`src/rtl/spi_slave_fsm_if.sv`:
```
// SPI slave control bus: chip select, serial-clock edge pulses and the
// shift-register view in, shift-register mode, address and strobes out.
interface spi_slave_fsm_if;
    logic       csN;
    logic       sclkPosEdge;
    logic       sclkNegEdge;
    logic [7:0] shiftRegOut;
    logic [1:0] srMode;
    logic [6:0] addr;
    logic       addrLe;
    logic       memWe;
    logic       misoBufe;
    logic       abortPulse;
    logic       busy;

    modport slave (
        input  csN, sclkPosEdge, sclkNegEdge, shiftRegOut,
        output srMode, addr, addrLe, memWe, misoBufe, abortPulse, busy
    );

    modport master (
        output csN, sclkPosEdge, sclkNegEdge, shiftRegOut,
        input  srMode, addr, addrLe, memWe, misoBufe, abortPulse, busy
    );
endinterface

```
`src/rtl/spi_slave_fsm.sv`:
```
// SPI slave transaction controller. First byte carries a 7-bit address and
// a read/write flag in bit 0; a write then shifts in one data byte and
// strobes memWe, a read parallel-loads the shift register and drives MISO
// for eight falling serial-clock edges.
// Optional feature: define SPI_FSM_ABORT_DET_EN to drive abortPulse when a
// transaction is cut short by csN going high; otherwise abortPulse is 0.
module spi_slave_fsm (
    input  logic            clk,
    input  logic            resetN,
    spi_slave_fsm_if.slave  bus
);
    localparam logic [1:0] SR_HOLD  = 2'd0;
    localparam logic [1:0] SR_LEFT  = 2'd2;
    localparam logic [1:0] SR_PLOAD = 2'd3;

    typedef enum logic [2:0] {
        IDLE, GET_ADDR, LATCH_ADDR, READ_LOAD,
        READ_SEND, WRITE_GET, WRITE_MEM, DONE
    } state_t;

    state_t     state_q, state_d;
    logic [2:0] bit_cnt_q, bit_cnt_d;
    logic [6:0] addr_q, addr_d;
    // Set once csN has been seen high since reset; a chip select that was
    // already low across a reset must not start a transaction.
    logic       armed_q;

    logic [1:0] sr_mode;
    logic       addr_le;
    logic       mem_we;
    logic       miso_bufe;
    logic       abort;
    logic       mid_state;

    // State, counter, address and arming registers with async reset
    always_ff @(posedge clk or negedge resetN) begin
        if (!resetN) begin
            state_q   <= IDLE;
            bit_cnt_q <= 3'd0;
            addr_q    <= 7'd0;
            armed_q   <= 1'b0;
        end else begin
            state_q   <= state_d;
            bit_cnt_q <= bit_cnt_d;
            addr_q    <= addr_d;
            if (bus.csN) begin
                armed_q <= 1'b1;
            end
        end
    end

    assign mid_state = (state_q != IDLE) && (state_q != DONE);

    // Next-state and output decode; an abort overrides every state action,
    // so a coincident counted edge and the state's strobes are dropped.
    always_comb begin
        state_d   = state_q;
        bit_cnt_d = bit_cnt_q;
        addr_d    = addr_q;
        sr_mode   = SR_HOLD;
        addr_le   = 1'b0;
        mem_we    = 1'b0;
        miso_bufe = 1'b0;
        abort     = 1'b0;

        if (mid_state && bus.csN) begin
            abort     = 1'b1;
            state_d   = IDLE;
            bit_cnt_d = 3'd0;
        end else begin
            case (state_q)
                IDLE: begin
                    if (!bus.csN && armed_q) begin
                        state_d   = GET_ADDR;
                        bit_cnt_d = 3'd0;
                    end
                end
                GET_ADDR: begin
                    sr_mode = SR_LEFT;
                    if (bus.sclkPosEdge) begin
                        bit_cnt_d = bit_cnt_q + 3'd1;
                        if (bit_cnt_q == 3'd7) begin
                            state_d = LATCH_ADDR;
                        end
                    end
                end
                LATCH_ADDR: begin
                    addr_le   = 1'b1;
                    addr_d    = bus.shiftRegOut[7:1];
                    bit_cnt_d = 3'd0;
                    state_d   = bus.shiftRegOut[0] ? READ_LOAD : WRITE_GET;
                end
                READ_LOAD: begin
                    sr_mode   = SR_PLOAD;
                    miso_bufe = 1'b1;
                    state_d   = READ_SEND;
                end
                READ_SEND: begin
                    sr_mode   = SR_LEFT;
                    miso_bufe = 1'b1;
                    if (bus.sclkNegEdge) begin
                        bit_cnt_d = bit_cnt_q + 3'd1;
                        if (bit_cnt_q == 3'd7) begin
                            state_d = DONE;
                        end
                    end
                end
                WRITE_GET: begin
                    sr_mode = SR_LEFT;
                    if (bus.sclkPosEdge) begin
                        bit_cnt_d = bit_cnt_q + 3'd1;
                        if (bit_cnt_q == 3'd7) begin
                            state_d = WRITE_MEM;
                        end
                    end
                end
                WRITE_MEM: begin
                    mem_we  = 1'b1;
                    state_d = DONE;
                end
                DONE: begin
                    if (bus.csN) begin
                        state_d = IDLE;
                    end
                end
                default: begin
                    state_d   = IDLE;
                    bit_cnt_d = 3'd0;
                end
            endcase
        end
    end

    assign bus.srMode   = sr_mode;
    assign bus.addr     = addr_q;
    assign bus.addrLe   = addr_le;
    assign bus.memWe    = mem_we;
    assign bus.misoBufe = miso_bufe;
    assign bus.busy     = (state_q != IDLE);

`ifdef SPI_FSM_ABORT_DET_EN
    assign bus.abortPulse = abort;
`else
    assign bus.abortPulse = 1'b0;
`endif

endmodule

```
`src/flat_wrapper.sv`:
```
// flat-port wrapper written by rule: the top's interface ports become plain ports
module spi_slave_fsm_flat 
  (clk, resetN, bus_csN, bus_sclkPosEdge, bus_sclkNegEdge, bus_shiftRegOut, bus_srMode, bus_addr, bus_addrLe, bus_memWe, bus_misoBufe, bus_abortPulse, bus_busy);
  spi_slave_fsm_if bus_i ();
  input  logic clk;
  input  logic resetN;
  input wire logic [$bits(bus_i.csN)-1:0] bus_csN;
  input wire logic [$bits(bus_i.sclkPosEdge)-1:0] bus_sclkPosEdge;
  input wire logic [$bits(bus_i.sclkNegEdge)-1:0] bus_sclkNegEdge;
  input wire logic [$bits(bus_i.shiftRegOut)-1:0] bus_shiftRegOut;
  output wire logic [$bits(bus_i.srMode)-1:0] bus_srMode;
  output wire logic [$bits(bus_i.addr)-1:0] bus_addr;
  output wire logic [$bits(bus_i.addrLe)-1:0] bus_addrLe;
  output wire logic [$bits(bus_i.memWe)-1:0] bus_memWe;
  output wire logic [$bits(bus_i.misoBufe)-1:0] bus_misoBufe;
  output wire logic [$bits(bus_i.abortPulse)-1:0] bus_abortPulse;
  output wire logic [$bits(bus_i.busy)-1:0] bus_busy;
  assign bus_i.csN = bus_csN;
  assign bus_i.sclkPosEdge = bus_sclkPosEdge;
  assign bus_i.sclkNegEdge = bus_sclkNegEdge;
  assign bus_i.shiftRegOut = bus_shiftRegOut;
  assign bus_srMode = bus_i.srMode;
  assign bus_addr = bus_i.addr;
  assign bus_addrLe = bus_i.addrLe;
  assign bus_memWe = bus_i.memWe;
  assign bus_misoBufe = bus_i.misoBufe;
  assign bus_abortPulse = bus_i.abortPulse;
  assign bus_busy = bus_i.busy;
  spi_slave_fsm u_core (.clk(clk), .resetN(resetN), .bus(bus_i));
endmodule
```
`config.mk`:
```
export PLATFORM = sky130hd
export DESIGN_NAME = spi_slave_fsm_flat
export DESIGN_NICKNAME = d
export VERILOG_FILES = /design/src/rtl/spi_slave_fsm_if.sv /design/src/rtl/spi_slave_fsm.sv /design/src/flat_wrapper.sv
export SDC_FILE = /design/constraint.sdc
export NUM_CORES = 1
export LEC_CHECK = 0
export ABC_AREA = 1
export BUFFER_PORTS_ARGS = -buffer_cell sky130_fd_sc_hd__buf_2
export CAP_MARGIN = 20
export CELL_PAD_IN_SITES_DETAIL_PLACEMENT = 1
export CELL_PAD_IN_SITES_GLOBAL_PLACEMENT = 2
export CORE_MARGIN = 3
export CORE_UTILIZATION = 28
export CTS_CLUSTER_DIAMETER = 150
export DETAILED_ROUTE_END_ITERATION = 8
export PLACE_DENSITY_LB_ADDON = 0.1
export SLEW_MARGIN = 10
export SYNTH_ARGS = -nofsm -noshare
export SYNTH_HDL_FRONTEND = slang
export SYNTH_SLANG_ARGS = --single-unit
```
`constraint.sdc`:
```
create_clock -name clk -period 1.85 [get_ports clk]
set_clock_uncertainty 0.15 [all_clocks]
set_input_delay 0.555 -clock clk [delete_from_list [all_inputs] [get_ports clk]]
set_output_delay 0.555 -clock clk [all_outputs]
set_load 0.01 [all_outputs]
```
==> results of run 1 <==
==> flip-flops by register name, summed over array words and instances (netlist names) <==
name,cells
u_core.armed_q,1
u_core.bit_cnt_q,3
u_core.bus.addr,7
u_core.state_q,3
==> how the worst min path moves through the flow <==
stage / start / end / slack [ps]
after floorplan: resetN / u_core.armed_q$_DFFE_PN0P_ / 110
after global placement: u_core.bus.addr[1]$_DFFE_PN0P_ / u_core.bus.addr[1]$_DFFE_PN0P_ / 310
after detailed placement: u_core.bus.addr[2]$_DFFE_PN0P_ / u_core.bus.addr[2]$_DFFE_PN0P_ / 310
after CTS: resetN / u_core.bus.addr[2]$_DFFE_PN0P_ / 20
after global routing: resetN / u_core.bus.addr[4]$_DFFE_PN0P_ / 20
final: resetN / u_core.bus.addr[1]$_DFFE_PN0P_ / 20
==> Yosys cell counts <==
cell type / number / area, µm²
nand2_2: 3 / 18.8
nand2_1: 40 / 150
ha_1: 2 / 25.0
nor3_1: 1 / 5.00
o21ai_0: 1 / 5.00
inv_4: 1 / 6.26
inv_1: 6 / 22.5
inv_2: 5 / 18.8
nand2_4: 3 / 33.8
nor4_1: 1 / 6.26
nand3b_1: 2 / 15.0
a21oi_1: 1 / 5.00
dfrtp_1: 14 / 350
nor2_8: 1 / 20.0
buf_4: 1 / 7.51
buf_6: 3 / 33.8
conb_1: 1 / 3.75
nand3_1: 9 / 45.0
nand3_4: 2 / 35.0
nand3_2: 4 / 40.0
nand4_1: 2 / 12.5
nor2_1: 11 / 41.3
==> critical path, cell delays in order (launching register included) <==
cell     delay, ps
dfrtp_1        380
buf_12         150
nand2_2         90
nor2_1         160
a21oi_2         50
nor2_2         100
buf_2          130
==> per-layer routing <==
layer	vias up	share of wire, %	routed length (µm)	track usage (%)
met3	0	3.1	72	3.60
met2	10	50	1180	22.8
met5	-	0	0	0
met1	400	47	1110	16.2
li1	443	-	-	-
met4	0	0	0	1.65
==> stage by stage <==
| step | area (µm²) | hold slack, ps | total power (µW) |
|---|---|---|---|
| final | 1250 | 16.7 | 1850 |
| after global routing | 1250 | 19.6 | 2030 |
| after CTS | 1230 | 19.6 | 1860 |
| after detailed placement | 1160 | 309 | 1580 |
| after global placement | 1160 | 307 | 1560 |
| after floorplan | 901 | 109 | 1180 |
==> repair_timing <==
item	4_1_cts	5_1_grt
pin swaps	2	0
resized for setup	9	4
endpoints found under the setup margin	6	6
setup buffers	3	0
==> power by group <==
group          switching [µW]  internal, µW
registers                75.8           415
logic                     657           538
clock network            90.3          75.3
total                     824          1030
==> cell type report <==
cell class | count | area [µm²]
Clock buffer | 3 | 22.5
Inverter | 12 | 47.5
Fill cell | 384 | 1650
Multi-Input combinational cell | 84 | 483
Sequential cell | 14 | 352
Timing Repair Buffer | 43 | 293
Tap cell | 42 | 52.6
==> cells by family (layout without fill, tap and decap cells) <==
family | count (synthesis) | in the layout | share of synthesized area, %
other cells | 1 | 1 | 0.416
buf+inv | 16 | 58 | 9.86
simple gates | 79 | 79 | 46.9
fa+ha+maj | 2 | 2 | 2.78
compound gates | 2 | 2 | 1.11
flops | 14 | 14 | 38.9
==> summary.md, run 1 <==
| Metric | Value |
|---|---|
| Row cnt | 19 |
| Syn Area/Cell | 7.90 µm² |
| Cell count after placement | 192 |
| CTS H-tree depth | 1 |
| Setup total negative slack | -810 ps |
| Clock transition at the registers of the reported paths | 80 ps |
| First-pass GRT wire length | 4.11 mm |
| Leading cell type in the layout, fill and taps excluded | nand2_1 |
| CORE AREA | 2900 µm² |
| CTS buffer count | 3 |
| Worst Path Required | 1140 ps |
| RR Endpoint | u_core.state_q[0]$_DFFE_PN0P_ |
| Synthesized cell area | 901 µm² |
| Worst reg2reg setup slack | 360 ps |
| YS warnings | 0 |
| Non-Filler Instances | 198 |
| CP endpoint kind | primary output |
| P_leak | 0.000698 µW |
| Netlist cell types | 22 |
| DRC | 0 |
| Total Die Area | 3930 µm² |
| Die width | 62.7 µm |
| Synthesized instance count | 114 |
| Status | complete, but fails checks |
| Dpl hpwl | 1.93 mm |
| N_diodes | 0 |
| FF-to-FF Start | u_core.state_q[2]$_DFFE_PN0P_ |
| # setup viols final | 6 |
| Critical path class | register to primary output |
| Routed WL per cell | 11.9 µm |
| GPL Wtd Cong | 0.808 |
| Max cap viols | 0 |
| Initial antenna violation count | 0 |
| Worst r2r path cells | 10 |
| Initial DRC count | 12 |
| Most frequent cells in the layout | 38 x nand2_1, 23 x buf_2, 15 x buf_4 |
| Die Ht | 62.7 µm |
| Place WS | -108 ps |
| Vias | 853 |
| Via density | 4.31 |
| # hold bufs at CTS | 0 |
| Critical path startpoint category | register |
| Period utilization | 110% |
| Largest net degree at the start of global routing | 15 |
| Critical Path Sink | bus_srMode[1] |
| DRT Pass-1 Iters | 4 |
| Global router's overall resource usage | 13.0% |
| Min-delay worst type | input pin to async pin |
| Sequential area share after synthesis | 38.9% |
| Fin util | 43.1% |
| IO Pins | 27 |
| Starting Density | 31.1% |
| Share of post-route cells with drive strength above 1 | 46.8% |
| Clock Latency Late Sink | 270 ps |
| GRT overflow | 0 |
| Final WS setup | -182 ps |
| Tmin final | 2030 ps |
| RSZ-0062 raised after global routing | true |
| Routed WL | 2.36 mm |
| Fmax | 492 MHz |
| Final ANT Viol Nets | 0 |
| Syn nets | 129 |
| Net count, final | 173 |
| # port buffers | 25 |
| Critical path data arrival time | 1330 ps |
| Root Buffer | clkbuf_4 |
| Vias in the first global route | 928 |
| Number of synthesized register bits | 14 |
| Maximum VDD drop | 549 µV |
| Clock tree buffer depth | 2 |
| Area growth syn-to-layout | 38.8% |
| Power per cell area | 1480 nW/µm² |
| Pins Over Slew Limit | 0 |
| Crit path launch | u_core.state_q[0]$_DFFE_PN0P_ |
| CTS tree | built |
| Worst Path Max Fanout | 9 |
| Failing checks | negative setup slack |
| Fin. Hold Viols | 0 |
| Clock sink count | 14 |
Note: power is estimated with default switching activity, not from simulation.
==> run 2: changes to the inputs <==
--- a/config.mk
+++ b/config.mk
@@ -5,17 +5,18 @@
 export SDC_FILE = /design/constraint.sdc
 export NUM_CORES = 1
 export LEC_CHECK = 0
-export ABC_AREA = 1
 export BUFFER_PORTS_ARGS = -buffer_cell sky130_fd_sc_hd__buf_2
 export CAP_MARGIN = 20
 export CELL_PAD_IN_SITES_DETAIL_PLACEMENT = 1
 export CELL_PAD_IN_SITES_GLOBAL_PLACEMENT = 2
 export CORE_MARGIN = 3
-export CORE_UTILIZATION = 28
+export CORE_UTILIZATION = 30
 export CTS_CLUSTER_DIAMETER = 150
 export DETAILED_ROUTE_END_ITERATION = 8
 export PLACE_DENSITY_LB_ADDON = 0.1
+export SETUP_SLACK_MARGIN = 0.4
 export SLEW_MARGIN = 10
 export SYNTH_ARGS = -nofsm -noshare
 export SYNTH_HDL_FRONTEND = slang
 export SYNTH_SLANG_ARGS = --single-unit
+export TNS_END_PERCENT = 30
==> summary.md, run 2 <==
| Metric | Value |
|---|---|
| Most frequent cells in the layout | 24 x buf_2, 21 x buf_4, 11 x dfrtp_1 (was 38 x nand2_1, 23 x buf_2, 15 x buf_4) |
| Storage cell area | 354 µm² (was 352 µm²) |
| Number of synthesized register bits | 14 (unchanged) |
| Top_reg_cell synth | dfrtp_1 (unchanged) |
| Clock transition at the registers of the reported paths | 90 ps (was 80 ps) |
| Die width | 58.1 µm (was 62.7 µm) |
| Crit path launch | u_core.state_q[2]$_DFFE_PN0P_ (was u_core.state_q[0]$_DFFE_PN0P_) |
| Final WS setup | -140 ps (was -182 ps) |
| Die Ht | 58.1 µm (was 62.7 µm) |
| Share of post-route cells with drive strength above 1 | 62.5% (was 46.8%) |
| Hold Startpoint | bus_shiftRegOut[1] |
| CORE AREA | 2520 µm² (was 2900 µm²) |
| Largest register FFs | 7 (unchanged) |
| Fill count | 298 (was 384) |
| Area growth syn-to-layout | 49.1% (was 38.8%) |
| YS warnings | 0 (unchanged) |
| Power per cell area | 538 nW/µm² (was 1480 nW/µm²) |
| Most common cell in the netlist | dfrtp_1 (was nand2_1) |
| Maximum VDD drop | 384 µV (was 549 µV) |
| Pins Over Slew Limit | 0 (unchanged) |
| Total Die Area | 3380 µm² (was 3930 µm²) |
| Fin. Hold Viols | 0 (unchanged) |
| Starting Density | 32.3% (was 31.1%) |
| GRT overflow | 0 (unchanged) |
| Most frequent cells after synthesis | 14 x dfrtp_1, 7 x mux2_1, 6 x nor2_1 (was 40 x nand2_1, 14 x dfrtp_1, 11 x nor2_1) |
| Clock tree buffer depth | 2 (unchanged) |
| Critical path class | register to primary output (unchanged) |
| Final ANT Viol Nets | 0 (unchanged) |
| Leading cell type in the layout, fill and taps excluded | buf_2 (was nand2_1) |
| # port buffers | 25 (unchanged) |
| GPL Wtd Cong | 0.751 (was 0.808) |
| Post-synth EDFFs | 0 (unchanged) |
| N_diodes | 0 (unchanged) |
| Max cap viols | 0 (unchanged) |
| Vias | 716 (was 853) |
| Tmin final | 1990 ps (was 2030 ps) |
| CTS tree | built (unchanged) |
| CTS H-tree depth | 1 (unchanged) |
| Place WS | -62.4 ps (was -108 ps) |
| Clock sink count | 14 (unchanged) |
| Total power draw | 655 µW (was 1850 µW) |
| Routed WL | 2.18 mm (was 2.36 mm) |
| Synthesized instance count | 73 (was 114) |
| Via density | 4.77 (was 4.31) |
| Top-area cell type share of the netlist area | 42.9% (was 38.9%) |
| FF-to-FF Start | u_core.state_q[2]$_DFFE_PN0P_ (unchanged) |
| CTS buffer count | 3 (unchanged) |
| Netlist cell types | 37 (was 22) |
| Top post-synthesis cells by area | dfrtp_1 43%, mux2_1 9.7%, a311oi_4 3.2%, ha_1 3.1%, buf_6 2.8% (was dfrtp_1 39%, nand2_1 17%, nand3_1 5.0%, nor2_1 4.6%, nand3_2 4.4%) |
| Critical path startpoint category | register (unchanged) |
| Critical path data arrival time | 1280 ps (was 1330 ps) |
| Sequential area share after synthesis | 42.9% (was 38.9%) |
| Dpl hpwl | 1.58 mm (was 1.93 mm) |
| Initial antenna violation count | 0 (unchanged) |
| Vias in the first global route | 799 (was 928) |
| Syn Area/Cell | 11.2 µm² (was 7.90 µm²) |
| Worst Path Required | 1140 ps (about the same) |
| Multi-input gate area | 452 µm² (was 483 µm²) |
| First-pass GRT wire length | 3.82 mm (was 4.11 mm) |
| DRT Pass-1 Iters | 4 (unchanged) |
| Row cnt | 18 (was 19) |
| Worst Path Max Fanout | 7 (was 9) |
| Routed WL per cell | 14.6 µm (was 11.9 µm) |
| Fmax | 503 MHz (was 492 MHz) |
| Async SR Flop Fraction | 100% (unchanged) |
| Final hold slack | 329 ps (was 16.7 ps) |
| Clock Latency Late Sink | 290 ps (was 270 ps) |
| Largest net degree at the start of global routing | 15 (unchanged) |
| Global router's overall resource usage | 15.1% (was 13.0%) |
| Post-synth top area cell | dfrtp_1 (unchanged) |
| Min-delay worst type | input pin to register (was input pin to async pin) |
| CP endpoint kind | primary output (unchanged) |
| DRC | 0 (unchanged) |
| Syn nets | 88 (was 129) |
| RSZ-0062 raised after global routing | true (unchanged) |
| Period utilization | 108% (was 110%) |
| # setup viols final | 6 (unchanged) |
| Failing checks | negative setup slack (unchanged) |
| IO Pins | 27 (unchanged) |
| Status | complete, but fails checks (unchanged) |
| Root Buffer | clkbuf_4 (unchanged) |
| Synthesized cell area | 816 µm² (was 901 µm²) |
| Initial DRC count | 4 (was 12) |
| Net count, final | 136 (was 173) |
| P_leak | 0.000619 µW (was 0.000698 µW) |
-- run 2: cells by family (layout without fill, tap and decap cells) --
kind of cell               after synthesis  after routing  share of synthesized area, %
AOI/OAI and AO/OA                       12             12                          14.9
adders and majority gates                2              2                          3.07
buffers and inverters                   10             57                          7.82
DFF                                     14             14                          42.9
muxes                                   10             10                          14.0
other                                    1              1                         0.460
and+or+nand+nor                         24             24                          16.9
-- run 2: worst max-delay path, stage by stage (launching register included) --
cell     delay, ps
dfrtp_2        460
or3_4          410
buf_6          130
-- run 2: routing by layer --
metal	share of wire (%)	GRT usage, %
met1	43	17.9
met2	52	26.3
met3	4.4	4.68
met4	0.32	3.97
met5	0	0
-- run 2: worst paths after layout --
kind	endpoint	slack [ps]	cells past startpoint
min in group asynchronous	u_core.bus.addr[0]$_DFFE_PN0P_	530	2
min reg2reg	u_core.bus.addr[2]$_DFFE_PN0P_	340	1
min	u_core.bus.addr[0]$_DFFE_PN0P_	330	2
max reg2reg	u_core.bit_cnt_q[1]$_DFFE_PN0P_	30	7
max in group asynchronous	u_core.state_q[0]$_DFFE_PN0P_	750	2
max	bus_busy	-140	2
-- run 2: power breakdown --
part	internal (µW)	switching, µW	leakage (µW)
Sequential	316	8.34	0.000182
Clock	120	105	0.0000210
Combinational	57.1	48.4	0.000416
Total	493	162	0.000619
-- run 2: what timing repair did --
item                                   in CTS  in global routing
endpoints found under the hold margin       9                  0
hold buffers                                1                  0
setup endpoints to repair                  25                 24
pin swaps                                   4                  5
setup buffers                               7                  2
resized for setup                          14                  5
-- run 2: metrics by stage --
step	setup TNS (ps)	std cells	utilization [%]	instance area, µm²
6_report	-649	150	48.2	1220
5_1_grt	-1290	150	48.2	1220
4_1_cts	-703	148	47.0	1190
3_5_place_dp	-233	136	41.5	1050
3_3_place_gp	-55.8	136	41.5	1050
2_1_floorplan	-10.4	73	-	841
-- run 2: layout make-up --
cell class | count | area share (%)
Clock buffer | 4 | 2.98
Sequential cell | 14 | 29.1
Multi-Input combinational cell | 49 | 37.1
Timing Repair Buffer | 48 | 25.5
Tap cell | 30 | 3.09
Inverter | 5 | 2.16
